### config.mk
export PLATFORM = sky130hd
export DESIGN_NAME = ddr_step_judge
export DESIGN_NICKNAME = d
export VERILOG_FILES = /design/src/rtl/ddr_pkg.sv /design/src/rtl/ddr_btn_filter.sv /design/src/rtl/ddr_step_judge.sv
export SDC_FILE = /design/constraint.sdc
export NUM_CORES = 1
export LEC_CHECK = 0
export BUFFER_PORTS_ARGS = -buffer_cell sky130_fd_sc_hd__buf_2
export CAP_MARGIN = 15
export CORE_MARGIN = 8
export CORE_UTILIZATION = 60
export DETAILED_ROUTE_END_ITERATION = 6
export GPL_TIMING_DRIVEN = 0
export HOLD_SLACK_MARGIN = 0.05
export PLACE_DENSITY = 0.79
export RECOVER_POWER = 25
export SETUP_SLACK_MARGIN = 0.02
export SYNTH_ARGS = -nofsm -noshare
export SYNTH_HDL_FRONTEND = slang
export SYNTH_SLANG_ARGS = --single-unit
### constraint.sdc
create_clock -name clk -period 8.9 [get_ports clk]
set_input_delay 1.78 -clock clk [delete_from_list [all_inputs] [get_ports clk]]
set_output_delay 1.78 -clock clk [all_outputs]
set_load 0.02 [all_outputs]
### src/rtl/ddr_pkg.sv
// Shared constants and helpers for the DDR step judge.
package ddr_pkg;

  // Direction bit positions in button and arrow vectors.
  localparam int unsigned DIR_UP    = 0;
  localparam int unsigned DIR_DOWN  = 1;
  localparam int unsigned DIR_RIGHT = 2;
  localparam int unsigned DIR_LEFT  = 3;
  localparam int unsigned NUM_DIRS  = 4;

  // Points awarded per grade.
  localparam int unsigned PTS_PERFECT = 2;
  localparam int unsigned PTS_GOOD    = 1;

  // Running totals width.
  localparam int unsigned SCORE_W = 16;
  localparam int unsigned COMBO_W = 8;

  // Judge state encoding.
  localparam logic [0:0] ST_WAIT = 1'b0;
  localparam logic [0:0] ST_OPEN = 1'b1;

  // Outcome of the current cycle's judging.
  typedef enum logic [1:0] {
    GRADE_NONE,
    GRADE_PERFECT,
    GRADE_GOOD,
    GRADE_MISS
  } grade_e;

  function automatic logic [SCORE_W-1:0] sat_add_score(input logic [SCORE_W-1:0] a,
                                                       input int unsigned pts);
    logic [SCORE_W:0] sum;
    sum = {1'b0, a} + (SCORE_W+1)'(pts);
    return sum[SCORE_W] ? '1 : sum[SCORE_W-1:0];
  endfunction

  function automatic logic [COMBO_W-1:0] sat_inc_combo(input logic [COMBO_W-1:0] a);
    return (a == '1) ? a : a + COMBO_W'(1);
  endfunction

endpackage

### src/rtl/ddr_btn_filter.sv
// Per-bit debounce of raw button levels plus registered rising-edge detect.
module ddr_btn_filter #(
  parameter int unsigned DB_CYCLES = 50000,
  parameter int unsigned WIDTH     = 4
) (
  input  logic             clk,
  input  logic             reset,
  input  logic [WIDTH-1:0] raw_i,
  output logic [WIDTH-1:0] level_o,
  output logic [WIDTH-1:0] edge_o
);

  localparam int unsigned CNT_W = (DB_CYCLES > 1) ? $clog2(DB_CYCLES) : 1;
  localparam logic [CNT_W-1:0] CNT_LAST = CNT_W'(DB_CYCLES - 1);

  logic [CNT_W-1:0] cnt_q [WIDTH];
  logic [CNT_W-1:0] cnt_d [WIDTH];
  logic [WIDTH-1:0] level_q, level_d;
  logic [WIDTH-1:0] prev_q;
  logic [WIDTH-1:0] edge_q;

  // Count while raw disagrees with the filtered level; flip once stable long enough.
  always_comb begin
    level_d = level_q;
    for (int unsigned i = 0; i < WIDTH; i++) begin
      cnt_d[i] = '0;
      if (raw_i[i] != level_q[i]) begin
        if (cnt_q[i] == CNT_LAST) begin
          level_d[i] = ~level_q[i];
        end else begin
          cnt_d[i] = cnt_q[i] + CNT_W'(1);
        end
      end
    end
  end

  // Filter state, plus an edge pulse one cycle after the filtered level rises.
  always_ff @(posedge clk) begin
    if (reset) begin
      level_q <= '0;
      prev_q  <= '0;
      edge_q  <= '0;
      for (int unsigned i = 0; i < WIDTH; i++) begin
        cnt_q[i] <= '0;
      end
    end else begin
      level_q <= level_d;
      prev_q  <= level_q;
      edge_q  <= level_q & ~prev_q;
      for (int unsigned i = 0; i < WIDTH; i++) begin
        cnt_q[i] <= cnt_d[i];
      end
    end
  end

  assign level_o = level_q;
  assign edge_o  = edge_q;

endmodule

### src/rtl/ddr_step_judge.sv
// Judges debounced button presses against sequencer arrows; keeps score and combo.
module ddr_step_judge
  import ddr_pkg::*;
#(
  parameter int unsigned DB_CYCLES      = 50000,
  parameter int unsigned WINDOW_CYCLES  = 15000000,
  parameter int unsigned PERFECT_CYCLES = 5000000
) (
  input  logic                clk,
  input  logic                reset,
  input  logic [NUM_DIRS-1:0] btn_lvl,
  input  logic                arrow_valid,
  input  logic [NUM_DIRS-1:0] arrow_mask,
  input  logic                clear,
  output logic                hit_perfect,
  output logic                hit_good,
  output logic                miss,
  output logic [SCORE_W-1:0]  score,
  output logic [COMBO_W-1:0]  combo,
  output logic                busy
);

  localparam int unsigned CNT_W = (WINDOW_CYCLES > 1) ? $clog2(WINDOW_CYCLES) : 1;
  localparam logic [CNT_W-1:0] CNT_TIMEOUT = CNT_W'(WINDOW_CYCLES - 1);
  localparam logic [CNT_W-1:0] CNT_PERFECT = CNT_W'(PERFECT_CYCLES);

  logic [NUM_DIRS-1:0] level_unused;
  logic [NUM_DIRS-1:0] edges;

  logic [0:0]          state_q, state_d;
  logic [NUM_DIRS-1:0] target_q, target_d;
  logic [NUM_DIRS-1:0] hit_q, hit_d;
  logic [CNT_W-1:0]    count_q, count_d;
  grade_e              grade_d;
  logic                new_arrow, wrong, done, timeout;

  logic                perfect_q, good_q, miss_q;
  logic [SCORE_W-1:0]  score_q;
  logic [COMBO_W-1:0]  combo_q;

  ddr_btn_filter #(
    .DB_CYCLES(DB_CYCLES),
    .WIDTH    (NUM_DIRS)
  ) u_filter (
    .clk    (clk),
    .reset  (reset),
    .raw_i  (btn_lvl),
    .level_o(level_unused),
    .edge_o (edges)
  );

  // Window bookkeeping and the wrong > done > timeout decision.
  always_comb begin
    state_d   = state_q;
    target_d  = target_q;
    hit_d     = hit_q;
    count_d   = count_q;
    grade_d   = GRADE_NONE;
    new_arrow = arrow_valid && (arrow_mask != '0);
    wrong     = |(edges & ~target_q);
    done      = ((hit_q | edges) & target_q) == target_q;
    timeout   = (count_q == CNT_TIMEOUT);

    if (state_q == ST_OPEN) begin
      count_d = count_q + CNT_W'(1);
      // A replacing arrow claims this cycle's edges, so the old arrow sees
      // none: it cannot be wrong or newly done and therefore always misses.
      if (new_arrow) begin
        grade_d = GRADE_MISS;
      end else if (wrong) begin
        grade_d = GRADE_MISS;
      end else if (done) begin
        grade_d = (count_q < CNT_PERFECT) ? GRADE_PERFECT : GRADE_GOOD;
      end else if (timeout) begin
        grade_d = GRADE_MISS;
      end else begin
        hit_d = hit_q | edges;
      end
      if (grade_d != GRADE_NONE) begin
        state_d = ST_WAIT;
      end
    end

    if (new_arrow) begin
      state_d  = ST_OPEN;
      target_d = arrow_mask;
      hit_d    = edges;
      count_d  = '0;
    end
  end

  // Judge state, grade pulses and running totals; clear overrides the totals only.
  always_ff @(posedge clk) begin
    if (reset) begin
      state_q   <= ST_WAIT;
      target_q  <= '0;
      hit_q     <= '0;
      count_q   <= '0;
      perfect_q <= 1'b0;
      good_q    <= 1'b0;
      miss_q    <= 1'b0;
      score_q   <= '0;
      combo_q   <= '0;
    end else begin
      state_q   <= state_d;
      target_q  <= target_d;
      hit_q     <= hit_d;
      count_q   <= count_d;
      perfect_q <= (grade_d == GRADE_PERFECT);
      good_q    <= (grade_d == GRADE_GOOD);
      miss_q    <= (grade_d == GRADE_MISS);
      if (clear) begin
        score_q <= '0;
        combo_q <= '0;
      end else begin
        case (grade_d)
          GRADE_PERFECT: begin
            score_q <= sat_add_score(score_q, PTS_PERFECT);
            combo_q <= sat_inc_combo(combo_q);
          end
          GRADE_GOOD: begin
            score_q <= sat_add_score(score_q, PTS_GOOD);
            combo_q <= sat_inc_combo(combo_q);
          end
          GRADE_MISS: begin
            combo_q <= '0;
          end
          default: begin
          end
        endcase
      end
    end
  end

  assign hit_perfect = perfect_q;
  assign hit_good    = good_q;
  assign miss        = miss_q;
  assign score       = score_q;
  assign combo       = combo_q;
  assign busy        = (state_q == ST_OPEN);

endmodule

==> results of run 1 <==
[layout make-up]
type | count | area [um^2] | share of cell area (%)
well taps | 136 | 170 | 2.39
plain buffers | 18 | 73.8 | 1.04
clock inverters | 13 | 179 | 2.52
repair buffers | 39 | 191 | 2.69
multi-input cells | 533 | 3290 | 46.3
clock buffers | 18 | 428 | 6.02
flip-flops and latches | 136 | 2720 | 38.3
inverters | 15 | 56.3 | 0.792
[sequential cells by signal (all words and copies together) (netlist names)]
signal and count:
u_filter.level_o 4, hit_q 4, u_filter.edge_o 4, busy 1, hit_good 1, u_filter.cnt_q 64, miss 1, target_q 4
hit_perfect 1, score 16, u_filter.prev_q 4, count_q 24, combo 8
[logic make-up after synthesis]
family	count (synthesis)	synth area share, %
AO/OA/AOI/OAI	71	7.70
AND/OR/NAND/NOR	355	29.6
multiplexers	10	1.71
adder cells (fa/ha/maj)	12	2.44
XOR/XNOR	85	12.1
flip-flops	136	44.3
buffers and inverters	33	2.12
[critical path, delay by kind of cell]
kind                     cells  cell delay, ns
AO/OA/AOI/OAI                3            1.14
adder cells (fa/ha/maj)      1            0.27
buffers and inverters        2            0.33
AND/OR/NAND/NOR              5            1.18
[worst paths after layout]
| check | start | end |
|---|---|---|
| setup / recovery | arrow_mask[1] | score[12] |
| hold / removal | u_filter.prev_q[0] | u_filter.edge_o[0] |
| setup reg to reg | count_q[16] | score[12] |
| hold reg to reg | u_filter.prev_q[0] | u_filter.edge_o[0] |
[per-layer routing]
layer / global-route usage, % / wire, um / vias up
met5: 0 / 12 / -
met4: 11.2 / 347 / 2
met3: 5.39 / 431 / 28
met2: 33.8 / 6280 / 88
met1: 21.5 / 5660 / 2407
li1: - / - / 2558
[placed cells by master (no fill, tap or decap), types with 4 or more instances in the layout]
| cell type | n |
|---|---|
| a21oi_1 | 22 |
| a22o_1 | 4 |
| and2_1 | 4 |
| and3_1 | 18 |
| and4_1 | 10 |
| buf_2 | 41 |
| bufinv_16 | 4 |
| clkbuf_1 | 15 |
| clkbuf_16 | 16 |
| clkinv_2 | 4 |
| clkinvlp_4 | 4 |
| dfxtp_1 | 136 |
| ha_1 | 12 |
| inv_1 | 15 |
| mux2i_1 | 9 |
| nand2_1 | 52 |
| nand3_1 | 30 |
| nand4_1 | 21 |
| nor2_1 | 128 |
| nor2b_1 | 17 |
| nor3_1 | 24 |
| nor4_1 | 7 |
| nor4_2 | 4 |
| nor4b_1 | 4 |
| o21a_1 | 4 |
| o21ai_0 | 13 |
| o21ai_1 | 6 |
| or3_1 | 14 |
| xnor2_1 | 53 |
| xor2_1 | 32 |
[report_power, final]
part | switching [mW] | internal, mW
combinational | 0.0377 | 0.0196
clock | 0.256 | 0.458
sequential | 0.00525 | 0.614
total | 0.299 | 1.09
==> summary.md, run 1 <==
| Metric | Value |
|---|---|
| R2R Setup Slk | `5.52 ns` |
| Max clock buf depth | `2` |
| Worst hold path type | `flop to flop` |
| Hold buffers post-CTS | `0` |
| Slowest stage delay, CP | `0.73 ns` |
| Die width | `between 100 and 150 um` |
| Post-place instance area | `about 0.0065 mm^2` |
| DRT Pass-1 Iters | `4` |
| FF+latch count, synth | `136` |
| Max-Cap Viols | `0` |
| IO Port Bufs | `39` |
| # diodes | `0` |
| I/O pin cnt | `40` |
| CTS tree | `yes` |
| Setup_tns | `0 ns` |
| Largest net degree at the start of global routing | `17` |
| Ranking of synthesized cells by area | `dfxtp_1 (44%), nor2_1 (7.8%), xnor2_1 (7.6%)` |
| Layout Nets | `784` |
| Seq/Total Area, Yosys | `44.3%` |
| Minimum clock period | `4.27 ns` |
| Most common cell in the synthesized netlist | `dfxtp_1` |
| Postcts setup bufs | `0` |
| H-tree level count | `4` |
| Die H | `117 um` |
| Placed cell count | `~880` |
| CP startpoint kind | `primary input` |
| Crit Path Class | `primary input to flop` |
| Final wirelength | `around 13000 um` |
| Worst Max-Slew Pin Slew | `0.751 ns` |
| Fin. max-slew vios | `0` |
| Slowest CP cell | `o41ai_2` |
| Syn. warnings | `0` |
| Peak supply drop | `0.160 mV` |
| Initial DRC Count | `about 270` |
| Final non-filler cell area | `0.00711 mm^2` |
| Post-synth EDFFs | `0` |
| Synth Instances | `702` |
| Num Clock Sinks | `136` |
| CP Max Fanout | `8` |
| Worst-path clk slew | `0.06 ns` |
| Final setup fails | `0` |
| Outcome | `complete, no violations` |
| Clock latency on the worst-skew pair | `0.53 ns` |
| PwrDens | `196 mW/mm^2` |
| Cts bufs inserted | `17` |
| Worst Skew | `0.00471 ns` |
| Setup WS pre-CTS | `between 4 and 5 ns` |
| Cell variety after synth | `57` |
| GRT overflow | `0` |
| FFs w/ async S/R, synth | `0%` |
| Max-slew headroom | `49.4%` |
| CTS root buf | `clkbuf_8` |
| Main synth FF type | `dfxtp_1` |
| FILL cells | `between 700 and 800` |
| Hold slack | `~0.39 ns` |
| # DRC | `0` |
| Initial antenna violation count | `1` |
| Worst setup margin | `4.63 ns` |
| Non-filler instance count after layout | `908` |
| Die area | `between 0.01 and 0.015 mm^2` |
| Antenna Nets Post-Route | `0` |
| Reg2Reg Depth | `12` |
| RSZ-0062 raised after global routing | `false` |
| Vias per std cell | `about 5.6` |
| Routability cong. | `between 0.9 and 1` |
| Fmax | `0.234 GHz` |
| Worst EP arrival | `4.69 ns` |
| Core Area | `0.0101 mm^2` |
| Gr usage total | `19.7%` |
| Hold Vio Cnt, Final | `0` |
| Yosys top cell area share | `44.3%` |
| Initial Utilization | `about 61%` |
| Layout cells sized above 1 | `a little under an eighth` |
| Most frequent cells after synthesis | `dfxtp_1 (136), nor2_1 (128), xnor2_1 (53)` |
| Critical Path, Cell by Cell | `buf_2 -> o41ai_2 -> nand2_1 -> o21a_1 -> ha_1 -> clkbuf_1 -> nand3b_1 -> nor4_2 -> and3_1 -> nand3_1 -> o211a_1` |
| Number of cells on the worst hold path | `1` |
| Syn Area/Cell | `8.75 um^2` |
| HPWL Detailed | `8920 um` |
| First-pass GRT wire length | `21500 um` |
| CP required | `9.32 ns` |
| Cts repair resizes | `0` |
| Area Growth Syn to Fin | `15.8%` |
| Core Rows | `37` |
| Biggest area consumer among synthesized cells | `dfxtp_1` |
| Fin util | `70.2%` |
| Critical Path End Type | `flop` |
| Fin crit share | `47.9%` |
| Vias | `5083` |
| LEAKAGE | `2.54 nW` |
| Syn Std Cell Area | `0.00614 mm^2` |
| Total power | `about 1.4 mW` |
| Routed wire per std cell | `between 10 and 15 um` |
| Post-Syn Nets | `726` |
| Vias in the first global route | `5060` |
(Power assumes the default switching activity.)
==> run 2: changes to the inputs <==
- CORE_UTILIZATION: 60 -> 54
- PLACE_DENSITY: 0.79 -> 0.75
- clock period: 8.9 -> 3.9 ns (I/O delays scaled with it)
==> summary.md, run 2 (same netlist as run 1, synthesis figures left out) <==
| Metric | Value |
|---|---|
| Max-slew headroom | `51.7% (+2.2 points)` |
| Cts bufs inserted | `17 (unchanged)` |
| Die H | `123 um (+4.7%)` |
| Cts repair resizes | `0 (unchanged)` |
| Postcts setup bufs | `0 (unchanged)` |
| Core Rows | `39 (+5.4%)` |
| Worst Skew | `0.00909 ns (+0.00438 ns)` |
| Gr usage total | `17.7% (-2.0 points)` |
| Initial DRC Count | `323 (+20%)` |
| Max reg flops | `64 (unchanged)` |
| Vias per std cell | `5.51 (-1.6%)` |
| CP required | `4.21 ns (-5.11 ns)` |
| Layout cells sized above 1 | `11.1% (-0.27 points)` |
| Max-Cap Viols | `0 (unchanged)` |
| Crit Path Class | `flop to flop` |
| First-pass GRT wire length | `21800 um (+1.2%)` |
| Largest net degree at the start of global routing | `17 (unchanged)` |
| Minimum clock period | `3.46 ns` |
| # diodes | `0 (unchanged)` |
| Outcome | `complete, no violations` |
| Clock latency on the worst-skew pair | `0.42 ns (-0.11 ns)` |
| Biggest register | `u_filter.cnt_q` |
| Most Frequent Cell on Critical Path | `nor4_2` |
| Fin util | `63.2% (-6.9 points)` |
| Worst Max-Slew Pin Slew | `0.717 ns (-0.0333 ns)` |
| Initial Utilization | `54.5% (-6.1 points)` |
| CTS root buf | `clkbuf_16` |
| CP Buf/Inv Count | `1 (-1)` |
| CP delay by family, top | `simple AND/OR/NAND/NOR gates` |
| Die width | `123 um (+4.7%)` |
| H-tree level count | `4 (unchanged)` |
| Final wirelength | `12800 um (+0.31%)` |
| Worst-path clk slew | `0.06 ns (about the same)` |
| Routed wire per std cell | `13.9 um (-0.57%)` |
| Setup_tns | `0 ns (unchanged)` |
| Hold Vio Cnt, Final | `0 (unchanged)` |
| Non-filler instance count after layout | `916 (+0.88%)` |
| GRT overflow | `0 (unchanged)` |
| HPWL Detailed | `9050 um (+1.4%)` |
| CP Max Fanout | `8 (unchanged)` |
| Slowest CP cell | `or4b_4` |
| Logic gate share of total power | `4.1% (about the same)` |
| Slowest stage delay, CP | `0.50 ns (-0.23 ns)` |
| Max clock buf depth | `2 (unchanged)` |
| Num Clock Sinks | `136 (unchanged)` |
| Area Growth Syn to Fin | `16.0%` |
| RSZ-0062 raised after global routing | `false` |
| Worst hold path type | `flop to flop` |
| IO Port Bufs | `39 (unchanged)` |
| Initial antenna violation count | `1 (unchanged)` |
| Hold buffers post-CTS | `0 (unchanged)` |
| CTS tree | `yes` |
| # DRC | `0 (unchanged)` |
| Net Sw Frac | `22.2% (+0.68 points)` |
| Fin crit share | `88.6%` |
| Final setup fails | `0 (unchanged)` |
| Vias | `5048 (-0.69%)` |
| Most common cell after layout, fill and taps aside | `dfxtp_1` |
| Placed cell count | `884 (+0.80%)` |
| Core Area | `0.0113 mm^2 (+11%)` |
| Layout Nets | `784 (unchanged)` |
| Hold slack | `0.380 ns (-0.00555 ns)` |
| CP startpoint kind | `flop` |
| Antenna Nets Post-Route | `0 (unchanged)` |
| Routability cong. | `0.917 (+1.6%)` |
| Clock share of power | `51.5% (about the same)` |
| Net Switching | `0.705 mW (+140%)` |
| Fmax | `0.289 GHz` |
| LEAKAGE | `2.53 nW (-0.52%)` |
| PwrDens | `446 mW/mm^2 (+130%)` |
| Worst EP arrival | `3.77 ns (-0.92 ns)` |
| Fin. max-slew vios | `0 (unchanged)` |
| Most frequent cells in the layout | `dfxtp_1 (136), nor2_1 (128), xnor2_1 (53), nand2_1 (52), buf_2 (39)` |
| Critical Path, Cell by Cell | `or4b_4 -> nor4_2 -> a221oi_1 -> mux2_4 -> o21ai_1 -> ha_1 -> clkbuf_1 -> nand3b_1 -> nor4_2 -> and3_1 -> nand3_1 -> o211a_1` |
| Critical Path End Type | `flop` |
| DRT Pass-1 Iters | `5 (+1)` |
| Vias in the first global route | `4861 (-3.9%)` |
| I/O pin cnt | `40 (unchanged)` |
| Part of the power in registers | `44.5% (about the same)` |
| P_int | `2.47 mW (+130%)` |
| Peak supply drop | `0.390 mV (+140%)` |
| Die area | `0.0150 mm^2 (+9.6%)` |
[run 2: path summary, 6_finish.rpt]
check | from | end | slack, ns | depth (start not counted)
worst max-delay path | count_q[22] | score[12] | 0.44 | 12
worst min-delay path | u_filter.prev_q[2] | u_filter.edge_o[2] | 0.38 | 1
worst max register to register | count_q[22] | score[12] | 0.44 | 12
worst min register to register | u_filter.prev_q[2] | u_filter.edge_o[2] | 0.38 | 1
[run 2: area by class of cell]
| cell class | instances | area, um^2 |
|---|---|---|
| fillers | 910 | 4140 |
| inverters | 15 | 56.3 |
| plain buffers | 18 | 73.8 |
| clock inverters | 13 | 173 |
| repair buffers | 39 | 189 |
| flip-flops and latches | 136 | 2720 |
| clock buffers | 19 | 443 |
| multi-input cells | 533 | 3290 |
| well taps | 143 | 179 |
[run 2: per-layer routing]
metal  GRT usage, %  vias up  wire [um]
met1           21.0     2387       5720
met2           29.4       81       6410
met5              0        -          9
met3           5.34       18        462
li1               -     2560          -
met4           7.39        2        169
[run 2: metrics by stage]
| stage | area (um^2) | power [mW] | setup WS, ns |
|---|---|---|---|
| finish | 7130 | 3.18 | 0.443 |
| global route | 7130 | 3.28 | 0.100 |
| CTS | 7130 | 3.20 | 0.463 |
| detailed placement | 6520 | 1.57 | 0.0666 |
| global placement | 6520 | 1.57 | 0.176 |
| floorplan | 6140 | 1.53 | 0.660 |
[run 2: power groups by stage]
stage / Combinational (mW) / Sequential [mW] / Clock, mW
floorplan: 0.0847 / 1.45 / 0
global placement: 0.126 / 1.44 / 0
detailed placement: 0.129 / 1.44 / 0
CTS: 0.130 / 1.41 / 1.66
global route: 0.144 / 1.41 / 1.72
finish: 0.129 / 1.41 / 1.64
